==> src/rtl/mem_access_ctrl.sv <==
// Data-memory sequencer: one bus transaction per load/store, stalls the PC.
// Optional BUSY watchdog is enabled by defining MEM_TIMEOUT_EN.
module mem_access_ctrl #(
  parameter int TIMEOUT_CYCLES = 16
) (
  input  logic        clk,
  input  logic        rst_n,
  input  logic        mem_write,
  input  logic        mem_to_reg,
  input  logic [5:0]  alu_op,
  input  logic [31:0] addr,
  input  logic [31:0] store_data,
  output logic        stall,
  output logic [31:0] load_data,
  output logic        fault,
  output logic        bus_req,
  output logic        bus_we,
  output logic [31:0] bus_addr,
  output logic [31:0] bus_wdata,
  output logic [3:0]  bus_wstrb,
  input  logic        bus_ack,
  input  logic [31:0] bus_rdata
);

  localparam logic [5:0] OP_LB  = 6'd0;
  localparam logic [5:0] OP_LH  = 6'd1;
  localparam logic [5:0] OP_LW  = 6'd2;
  localparam logic [5:0] OP_LBU = 6'd4;
  localparam logic [5:0] OP_SB  = 6'd15;
  localparam logic [5:0] OP_SH  = 6'd16;
  localparam logic [5:0] OP_SW  = 6'd17;

  typedef enum logic [1:0] {
    IDLE = 2'd0,
    BUSY = 2'd1,
    DONE = 2'd2
  } state_t;

  state_t      state, state_nx;
  logic [5:0]  op_q, op_nx;
  logic [1:0]  lo_q, lo_nx;
  logic        req_nx, we_nx, fault_nx;
  logic [31:0] addr_nx, wdata_nx, ld_nx;
  logic [3:0]  strb_nx;

  logic        mem_op, bad, tmo;
  logic [3:0]  strb_c;
  logic [31:0] wdata_c, ext_c, shf_c;
  logic [15:0] half_c;

`ifdef MEM_TIMEOUT_EN
  localparam int CW = $clog2(TIMEOUT_CYCLES + 1);
  logic [CW-1:0] cnt, cnt_nx;
  assign tmo = (cnt == CW'(TIMEOUT_CYCLES - 1));
`else
  assign tmo = 1'b0;
`endif

  assign mem_op = mem_write | mem_to_reg;
  assign stall  = ((state == IDLE) & mem_op) | (state == BUSY);

  // Decode legality, strobes and lane-replicated write data.
  always_comb begin
    bad     = 1'b0;
    strb_c  = 4'b0000;
    wdata_c = 32'd0;
    if (mem_write && mem_to_reg) begin
      bad = 1'b1;
    end else if (mem_to_reg) begin
      case (alu_op)
        OP_LB, OP_LBU: bad = 1'b0;
        OP_LH:         bad = addr[0];
        OP_LW:         bad = |addr[1:0];
        default:       bad = 1'b1;
      endcase
    end else begin
      case (alu_op)
        OP_SB: begin
          strb_c  = 4'b0001 << addr[1:0];
          wdata_c = {4{store_data[7:0]}};
        end
        OP_SH: begin
          strb_c  = addr[1] ? 4'b1100 : 4'b0011;
          wdata_c = {2{store_data[15:0]}};
          bad     = addr[0];
        end
        OP_SW: begin
          strb_c  = 4'b1111;
          wdata_c = store_data;
          bad     = |addr[1:0];
        end
        default: bad = 1'b1;
      endcase
    end
  end

  // Lane select and extension of the returned read word.
  always_comb begin
    shf_c  = bus_rdata >> {lo_q, 3'b000};
    half_c = lo_q[1] ? bus_rdata[31:16] : bus_rdata[15:0];
    ext_c  = 32'd0;
    case (op_q)
      OP_LB:   ext_c = {{24{shf_c[7]}}, shf_c[7:0]};
      OP_LBU:  ext_c = {24'd0, shf_c[7:0]};
      OP_LH:   ext_c = {{16{half_c[15]}}, half_c};
      OP_LW:   ext_c = bus_rdata;
      default: ext_c = 32'd0;
    endcase
  end

  // Next state and next values of every registered output.
  always_comb begin
    state_nx = state;
    op_nx    = op_q;
    lo_nx    = lo_q;
    req_nx   = bus_req;
    we_nx    = bus_we;
    addr_nx  = bus_addr;
    wdata_nx = bus_wdata;
    strb_nx  = bus_wstrb;
    ld_nx    = load_data;
    fault_nx = fault;
`ifdef MEM_TIMEOUT_EN
    cnt_nx   = cnt;
`endif
    unique case (state)
      IDLE: begin
        if (mem_op) begin
          op_nx = alu_op;
          lo_nx = addr[1:0];
          if (bad) begin
            fault_nx = 1'b1;
            ld_nx    = 32'd0;
            state_nx = DONE;
          end else begin
            req_nx   = 1'b1;
            we_nx    = mem_write;
            addr_nx  = {addr[31:2], 2'b00};
            wdata_nx = wdata_c;
            strb_nx  = strb_c;
`ifdef MEM_TIMEOUT_EN
            cnt_nx   = '0;
`endif
            state_nx = BUSY;
          end
        end
      end
      BUSY: begin
        if (bus_ack || tmo) begin
          req_nx   = 1'b0;
          we_nx    = 1'b0;
          addr_nx  = 32'd0;
          wdata_nx = 32'd0;
          strb_nx  = 4'b0000;
          fault_nx = ~bus_ack;
          ld_nx    = (bus_ack && !bus_we) ? ext_c : 32'd0;
          state_nx = DONE;
        end else begin
`ifdef MEM_TIMEOUT_EN
          cnt_nx = cnt + 1'b1;
`endif
        end
      end
      DONE: state_nx = IDLE;
      default: state_nx = IDLE;
    endcase
  end

  // State and registered outputs.
  always_ff @(posedge clk or negedge rst_n) begin
    if (!rst_n) begin
      state     <= IDLE;
      op_q      <= '0;
      lo_q      <= '0;
      bus_req   <= 1'b0;
      bus_we    <= 1'b0;
      bus_addr  <= '0;
      bus_wdata <= '0;
      bus_wstrb <= '0;
      load_data <= '0;
      fault     <= 1'b0;
`ifdef MEM_TIMEOUT_EN
      cnt       <= '0;
`endif
    end else begin
      state     <= state_nx;
      op_q      <= op_nx;
      lo_q      <= lo_nx;
      bus_req   <= req_nx;
      bus_we    <= we_nx;
      bus_addr  <= addr_nx;
      bus_wdata <= wdata_nx;
      bus_wstrb <= strb_nx;
      load_data <= ld_nx;
      fault     <= fault_nx;
`ifdef MEM_TIMEOUT_EN
      cnt       <= cnt_nx;
`endif
    end
  end

endmodule

==> config.mk <==
export PLATFORM = sky130hd
export DESIGN_NAME = mem_access_ctrl
export DESIGN_NICKNAME = d
export VERILOG_FILES = /design/src/rtl/mem_access_ctrl.sv
export SDC_FILE = /design/constraint.sdc
export NUM_CORES = 1
export LEC_CHECK = 0
export ABC_AREA = 1
export BUFFER_PORTS_ARGS = -buffer_cell sky130_fd_sc_hd__buf_2
export CELL_PAD_IN_SITES_DETAIL_PLACEMENT = 0
export CELL_PAD_IN_SITES_GLOBAL_PLACEMENT = 1
export CORE_MARGIN = 2
export CORE_UTILIZATION = 34
export CTS_BUF_LIST = sky130_fd_sc_hd__clkbuf_2 sky130_fd_sc_hd__clkbuf_4 sky130_fd_sc_hd__clkbuf_8
export CTS_CLUSTER_DIAMETER = 150
export CTS_CLUSTER_SIZE = 10
export DETAILED_ROUTE_END_ITERATION = 8
export PLACE_DENSITY_LB_ADDON = 0.1
export SLEW_MARGIN = 20
export SYNTH_ARGS = -nofsm -noshare
export SYNTH_HDL_FRONTEND = slang
export SYNTH_SLANG_ARGS = --single-unit
==> constraint.sdc <==
create_clock -name clk -period 2.8 [get_ports clk]
set_input_delay 0.56 -clock clk [delete_from_list [all_inputs] [get_ports clk]]
set_output_delay 0.56 -clock clk [all_outputs]
set_load 0.02 [all_outputs]
==> results.py, run 1 <==
metrics = {
    "synth": {
        "ys_ff_latch": 111,
        "synth.largest_area_cell": "dfrtp_1",
        "synth_flop_cell": "dfrtp_1",
        "synth_cells": 818,
        "syn_area_sq_um": 6000,
        "yosysTopAreaCellShare_pct": 46.3,
        "postSynthAreaPerCell_sq_um": 7.33,
        "async_flop_share_pct": 100,
        "ys_seq_area_share_pct": 46.3,
        "yosysUniqueCellTypes": 29,
        "yosysWarningCount": 0,
        "synth_edf_count": 0,
        "synth.area.top_cells": "dfrtp_1 (46%), nand2_1 (24%), nand3_1 (6.9%)",
    },
    "pwr": {
        "vdd_drop_max_uv": 361,
        "pwr-share-clk_pct": 18.4,
        "p_leak_nw": 4.31,
        "power_mw": 5.73,
        "seqPwrFrac_pct": 36.7,
        "sw_frac_of_total_pct": 45.1,
        "p_per_area_nw_per_um2": 769,
        "p_switching_mw": 2.58,
        "p_int_mw": 3.15,
        "power.share.combinational_pct": 44.8,
    },
    "drt": {
        "vias": 5902,
        "drc": 0,
        "drt-vias-per-instance": 4.77,
        "drt_iter0_drc": 342,
        "routedWlPerCell_um": 15.4,
        "dr.pass1.iters": 5,
        "drt-total-wl_um": 19000,
        "drtAntennaViolNets": 0,
    },
    "die": {
        "core-area_sq_um": 17300,
        "rows": 48,
        "io_pins": 211,
        "start_util_pct": 34.7,
        "die_x_um": 137,
        "die_area_sq_um": 18700,
        "die_h_um": 137,
    },
    "finish": {
        "diodes": 0,
        "syn_to_final_growth_pct": 24.1,
        "final_nets": 1114,
        "fin_util_pct": 43.0,
        "drive_above_1_share_pct": 25.5,
    },
    "global_routing": {
        "overflow": 0,
        "grt_pass1_vias": 5520,
        "grt.total_usage_pct": 20.2,
        "grt_max_degree": 69,
        "grt_pass1_wl_um": 29600,
        "antenna_found_initial": 1,
    },
    "flow_run": {
        "maxCapViolCount": 0,
    },
    "sta": {
        "hold_viol": 0,
        "skew_ns": 0.0119,
        "fin_crit_ns": 2.15,
        "rsz0062_at_grt": "false",
        "tns_ns": 0,
        "fmax_mhz": 466,
        "worst_slew_pin_slew_ns": 0.718,
        "relSlewSlack_pct": 52.1,
        "period_share_pct": 76.7,
        "setup_ws_ns": 0.654,
        "setup_viol": 0,
        "drv_slew": 0,
        "holdWs_ns": 0.189,
    },
    "placement": {
        "globalplace.congestion": 0.821,
        "hpwl_um": 13800,
        "io_buffers": 208,
        "pre_cts_ws_ns": 0.559,
    },
    "clock_tree": {
        "cts_tree": "built",
        "cts_resized": 0,
        "root_buffer": "clkbuf_8",
        "clkSlewWorstSetupHoldPaths_ns": 0.11,
        "h-tree-depth": 3,
        "cts_buffers": 9,
        "cts_max_path_buffers": 2,
        "cts_setup_buffers": 0,
        "cts-hold-fix-buffers": 0,
        "clk_latency_ns": 0.39,
        "cts_num_sinks": 111,
    },
    "critical_path": {
        "r2r_setup_slack_ns": 0.72,
        "crit_end": "stall",
        "crit_arrival_ns": 1.59,
        "crit_start": "state[1]$_DFFE_PN0P_",
        "worst-r2r-cell-count": 8,
        "criticalPathCategory": "reg -> out",
        "worstReg2RegEnd": "load_data[0]$_DFFE_PN0P_",
        "start_kind": "flop",
        "timing.rr.start": "op_q[5]$_DFFE_PN0P_",
        "cp_max_fo": 16,
        "critPathRequiredTime_ns": 2.24,
        "endpoint_kind": "output pin",
    },
    "hold_path": {
        "hp-class": "in -> async",
    },
    "outcome": {
        "run_status": "completed",
    },
}
-- per-layer routing --
layer | routed length [um] | vias to the layer above | track usage (%)
met2 | 8250 | 176 | 30.0
li1 | - | 2995 | -
met1 | 9420 | 2723 | 30.3
met3 | 1190 | 8 | 3.59
met5 | 0 | - | 0
met4 | 131 | 0 | 5.33
-- cells in the mapped netlist (2+ instances only) --
cell / count
nor2_2: 3
nand4_1: 3
mux2_2: 5
buf_4: 5
nand3b_1: 52
buf_6: 3
buf_2: 19
nor3_1: 4
nand3_1: 83
inv_1: 34
nor2_1: 24
buf_1: 3
o21ai_0: 23
o211ai_1: 12
nand2_1: 384
clkbuf_1: 18
dfrtp_1: 111
nand2_2: 5
o21ai_1: 2
a21oi_1: 16
-- metrics by stage --
step / cells / instance area (sq um)
6_report: 1237 / 7440
5_1_grt: 1237 / 7440
4_1_cts: 1237 / 7440
3_5_place_dp: 1221 / 7230
3_3_place_gp: 1221 / 7230
2_1_floorplan: 819 / 6000
-- logic make-up (layout without fill, tap and decap cells) --
group           Yosys count  count (layout)  synth area share, %
compound gates           55              55                 5.17
buf+inv                  83             276                 6.28
flops                   111             111                 46.3
mux                       5               5                0.939
other cells               1               2               0.0625
simple gates            563             563                 41.2
-- power by group through the flow --
stage	combinational (mW)	sequential [mW]	clock, mW
final	2.57	2.10	1.05
after global routing	2.89	2.14	1.15
after CTS	2.62	2.11	1.09
after detailed placement	2.62	2.14	0
after global placement	2.61	2.14	0
after floorplan	1.54	2.40	0
-- worst min path at each step --
| stage | start | slack, ns | cells past startpoint | end |
|---|---|---|---|---|
| after floorplan | rst_n | 0.26 | 0 | bus_addr[10]$_DFFE_PN0P_ |
| after global placement | bus_wdata[20]$_DFFE_PN0P_ | 0.45 | 2 | bus_wdata[20]$_DFFE_PN0P_ |
| after detailed placement | bus_addr[29]$_DFFE_PN0P_ | 0.45 | 2 | bus_addr[29]$_DFFE_PN0P_ |
| after CTS | rst_n | 0.20 | 1 | load_data[27]$_DFFE_PN0P_ |
| after global routing | rst_n | 0.22 | 1 | load_data[30]$_DFFE_PN0P_ |
| final | rst_n | 0.19 | 1 | load_data[30]$_DFFE_PN0P_ |
-- state kept, by name, indices dropped and copies added (netlist names) --
| name | cells |
|---|---|
| bus_wdata | 32 |
| fault | 1 |
| bus_req | 1 |
| bus_we | 1 |
| state | 2 |
| bus_wstrb | 4 |
| bus_addr | 30 |
| lo_q | 2 |
| op_q | 6 |
| load_data | 32 |
-- critical path: stages, from the launching register on --
cell     delay [ns]
dfrtp_1        0.39
nor2_1         0.23
o21ai_1        0.15
buf_4          0.21
nand2_1        0.06
buf_2          0.17
-- cell usage in the layout (no fill, tap or decap), types with 2 or more instances in the layout --
cell | synthesis | routed
inv_1 | 34 | 34
nor2_2 | 3 | 3
nand2_1 | 384 | 384
clkbuf_8 | 0 | 10
a21oi_1 | 16 | 16
clkinvlp_4 | 0 | 2
nand4_1 | 3 | 3
nor3_1 | 4 | 4
buf_12 | 0 | 2
o21ai_0 | 23 | 23
dfrtp_1 | 111 | 111
o21ai_1 | 2 | 2
mux2_2 | 5 | 5
conb_1 | 1 | 2
o211ai_1 | 12 | 12
buf_4 | 5 | 16
buf_2 | 19 | 207
nand3b_1 | 52 | 52
nor2_1 | 24 | 24
nand3_1 | 83 | 83
nand2_2 | 5 | 5
-- area by class of cell --
type / count / area (sq um)
well taps: 225 / 282
repair buffers: 225 / 1200
inverters: 35 / 131
flip-flops and latches: 111 / 2780
clock buffers: 11 / 145
clock inverters: 5 / 65.1
fillers: 1901 / 9850
multi-input cells: 625 / 2850
No activity file was read; power rests on OpenSTA's default activity.
==> inputs of run 2 (changes only) <==
- clock period: 2.8 -> 2 ns (I/O delays scaled with it)
==> results.py, run 2 (same netlist as run 1, synthesis figures left out) <==
metrics = {
    "outcome": {
        "run_status": "completed",
    },
    "finish": {
        "drive_above_1_share_pct": 26.5,
        "final_cell_mix": "nand2_1 (384), buf_2 (207), dfrtp_1 (111)",
        "largestRegisters": "bus_wdata (32), load_data (32), bus_addr (30)",
        "fin_util_pct": 44.2,
        "final_nets": 1127,
        "layout_commonest_cell": "nand2_1",
        "syn_to_final_growth_pct": 27.5,
    },
    "global_routing": {
        "grt_max_degree": 59,
        "overflow": 0,
        "grt.total_usage_pct": 21.0,
        "grt_pass1_wl_um": 30600,
        "antenna_found_initial": 1,
        "grt_pass1_vias": 5805,
    },
    "pwr": {
        "p_int_mw": 4.63,
        "p_per_area_nw_per_um2": 1090,
        "seqPwrFrac_pct": 35.8,
        "p_switching_mw": 3.71,
        "sw_frac_of_total_pct": 44.5,
        "p_leak_nw": 4.42,
        "pwr-share-clk_pct": 17.8,
        "vdd_drop_max_uv": 699,
        "power.share.combinational_pct": 46.4,
    },
    "hold_path": {
        "min_path_cells": 2,
        "hold_start": "bus_ack",
        "hold_end": "state[0]$_DFFE_PN0P_",
        "hp-class": "in -> reg",
    },
    "critical_path": {
        "criticalPathCategory": "reg -> out",
        "r2r_setup_slack_ns": 0.19,
        "start_kind": "flop",
        "endpoint_kind": "output pin",
        "crit_arrival_ns": 1.49,
        "worstReg2RegEnd": "bus_addr[9]$_DFFE_PN0P_",
        "critPathRequiredTime_ns": 1.60,
        "worst-r2r-cell-count": 9,
        "timing.rr.start": "state[1]$_DFFE_PN0P_",
        "cp_max_fo": 16,
    },
    "die": {
        "die_x_um": 137,
        "start_util_pct": 34.7,
        "die_area_sq_um": 18700,
        "io_pins": 211,
        "rows": 48,
        "core-area_sq_um": 17300,
        "die_h_um": 137,
    },
    "drt": {
        "drc": 0,
        "drt_iter0_drc": 340,
        "routedWlPerCell_um": 15.5,
        "dr.pass1.iters": 4,
        "drt-vias-per-instance": 4.80,
        "drtAntennaViolNets": 0,
        "vias": 6001,
        "drt-total-wl_um": 19300,
    },
    "placement": {
        "globalplace.congestion": 0.786,
        "pre_cts_ws_ns": 0.0968,
        "hpwl_um": 14100,
        "io_buffers": 208,
    },
    "sta": {
        "drv_slew": 0,
        "rsz0062_at_grt": "false",
        "fin_crit_ns": 1.89,
        "holdWs_ns": 0.228,
        "period_share_pct": 94.6,
        "skew_ns": 0.0151,
        "tns_ns": 0,
        "hold_viol": 0,
        "setup_ws_ns": 0.109,
        "setup_viol": 0,
        "fmax_mhz": 529,
    },
    "flow_run": {
        "maxCapViolCount": 0,
    },
    "clock_tree": {
        "cts_tree": "built",
        "clk_latency_ns": 0.39,
        "cts_num_sinks": 111,
        "cts_max_path_buffers": 2,
        "root_buffer": "clkbuf_8",
        "h-tree-depth": 3,
        "cts_buffers": 9,
        "clkSlewWorstSetupHoldPaths_ns": 0.11,
    },
}
## run 2: changes by cell type in the layout (fill, tap and decap cells not counted), moves of 2 or more
cell / before / now
buf_12: 2 / 9
buf_4: 16 / 21
clkinvlp_4: 2 / 0
inv_6: 0 / 2
## run 2: per-layer routing
layer,global-route usage (%),routed length [um],up-vias
met5,0,0,-
met1,30.6,9490,2781
met2,32.0,8410,181
met4,4.24,192,0
met3,4.63,1250,14
li1,-,-,3025
## run 2: worst max path at each step
stage	start	endpoint	slack, ns
6_report	state[1]$_DFFE_PN0P_	stall	0.11
3_3_place_gp	alu_op[2]	bus_wdata[22]$_DFFE_PN0P_	0.12
3_5_place_dp	alu_op[2]	bus_wdata[25]$_DFFE_PN0P_	0.1
5_1_grt	state[1]$_DFFE_PN0P_	stall	0.03
2_1_floorplan	alu_op[2]	bus_wdata[22]$_DFFE_PN0P_	0.33
4_1_cts	state[1]$_DFFE_PN0P_	stall	0.03
## run 2: power by group through the flow
| stage | Clock [mW] | Sequential [mW] | Combinational, mW |
|---|---|---|---|
| after detailed placement | 0 | 3.02 | 3.90 |
| final | 1.48 | 2.98 | 3.87 |
| after global placement | 0 | 3.02 | 3.87 |
| after floorplan | 0 | 3.36 | 2.16 |
| after CTS | 1.56 | 2.98 | 3.92 |
| after global routing | 1.63 | 3.05 | 4.30 |
## run 2: area by class of cell
class / instances / area [sq um]
fill: 1890 / 9650
clock buffer: 11 / 151
clock inverter: 5 / 61.3
antenna: 1 / 2.50
tap: 225 / 282
timing repair buffer: 238 / 1380
sequential: 111 / 2780
multi-input combinational: 625 / 2860
inverter: 35 / 131
## run 2: worst max-delay path, stage by stage, from the launching register on
cell and delay (ns):
dfrtp_1 0.42, nor2_4 0.15, o21ai_1 0.11, buf_4 0.19, nand2_1 0.06, buf_2 0.18
## run 2: what timing repair did
| action | CTS | global route |
|---|---|---|
| buffers inserted | 0 | 0 |
| resized for setup | 1 | 2 |
| pin swaps | 0 | 0 |
| hold buffers | 1 | 0 |
| endpoints found under the setup margin | 1 | 4 |
| endpoints found under the hold margin | 28 | 0 |
## run 2: stage by stage
stage	std cells	instance area, sq um	power (mW)
floorplan	819	6000	5.52
global placement	1233	7410	6.89
detailed placement	1233	7410	6.92
CTS	1250	7640	8.46
global route	1250	7640	8.98
finish	1251	7650	8.34
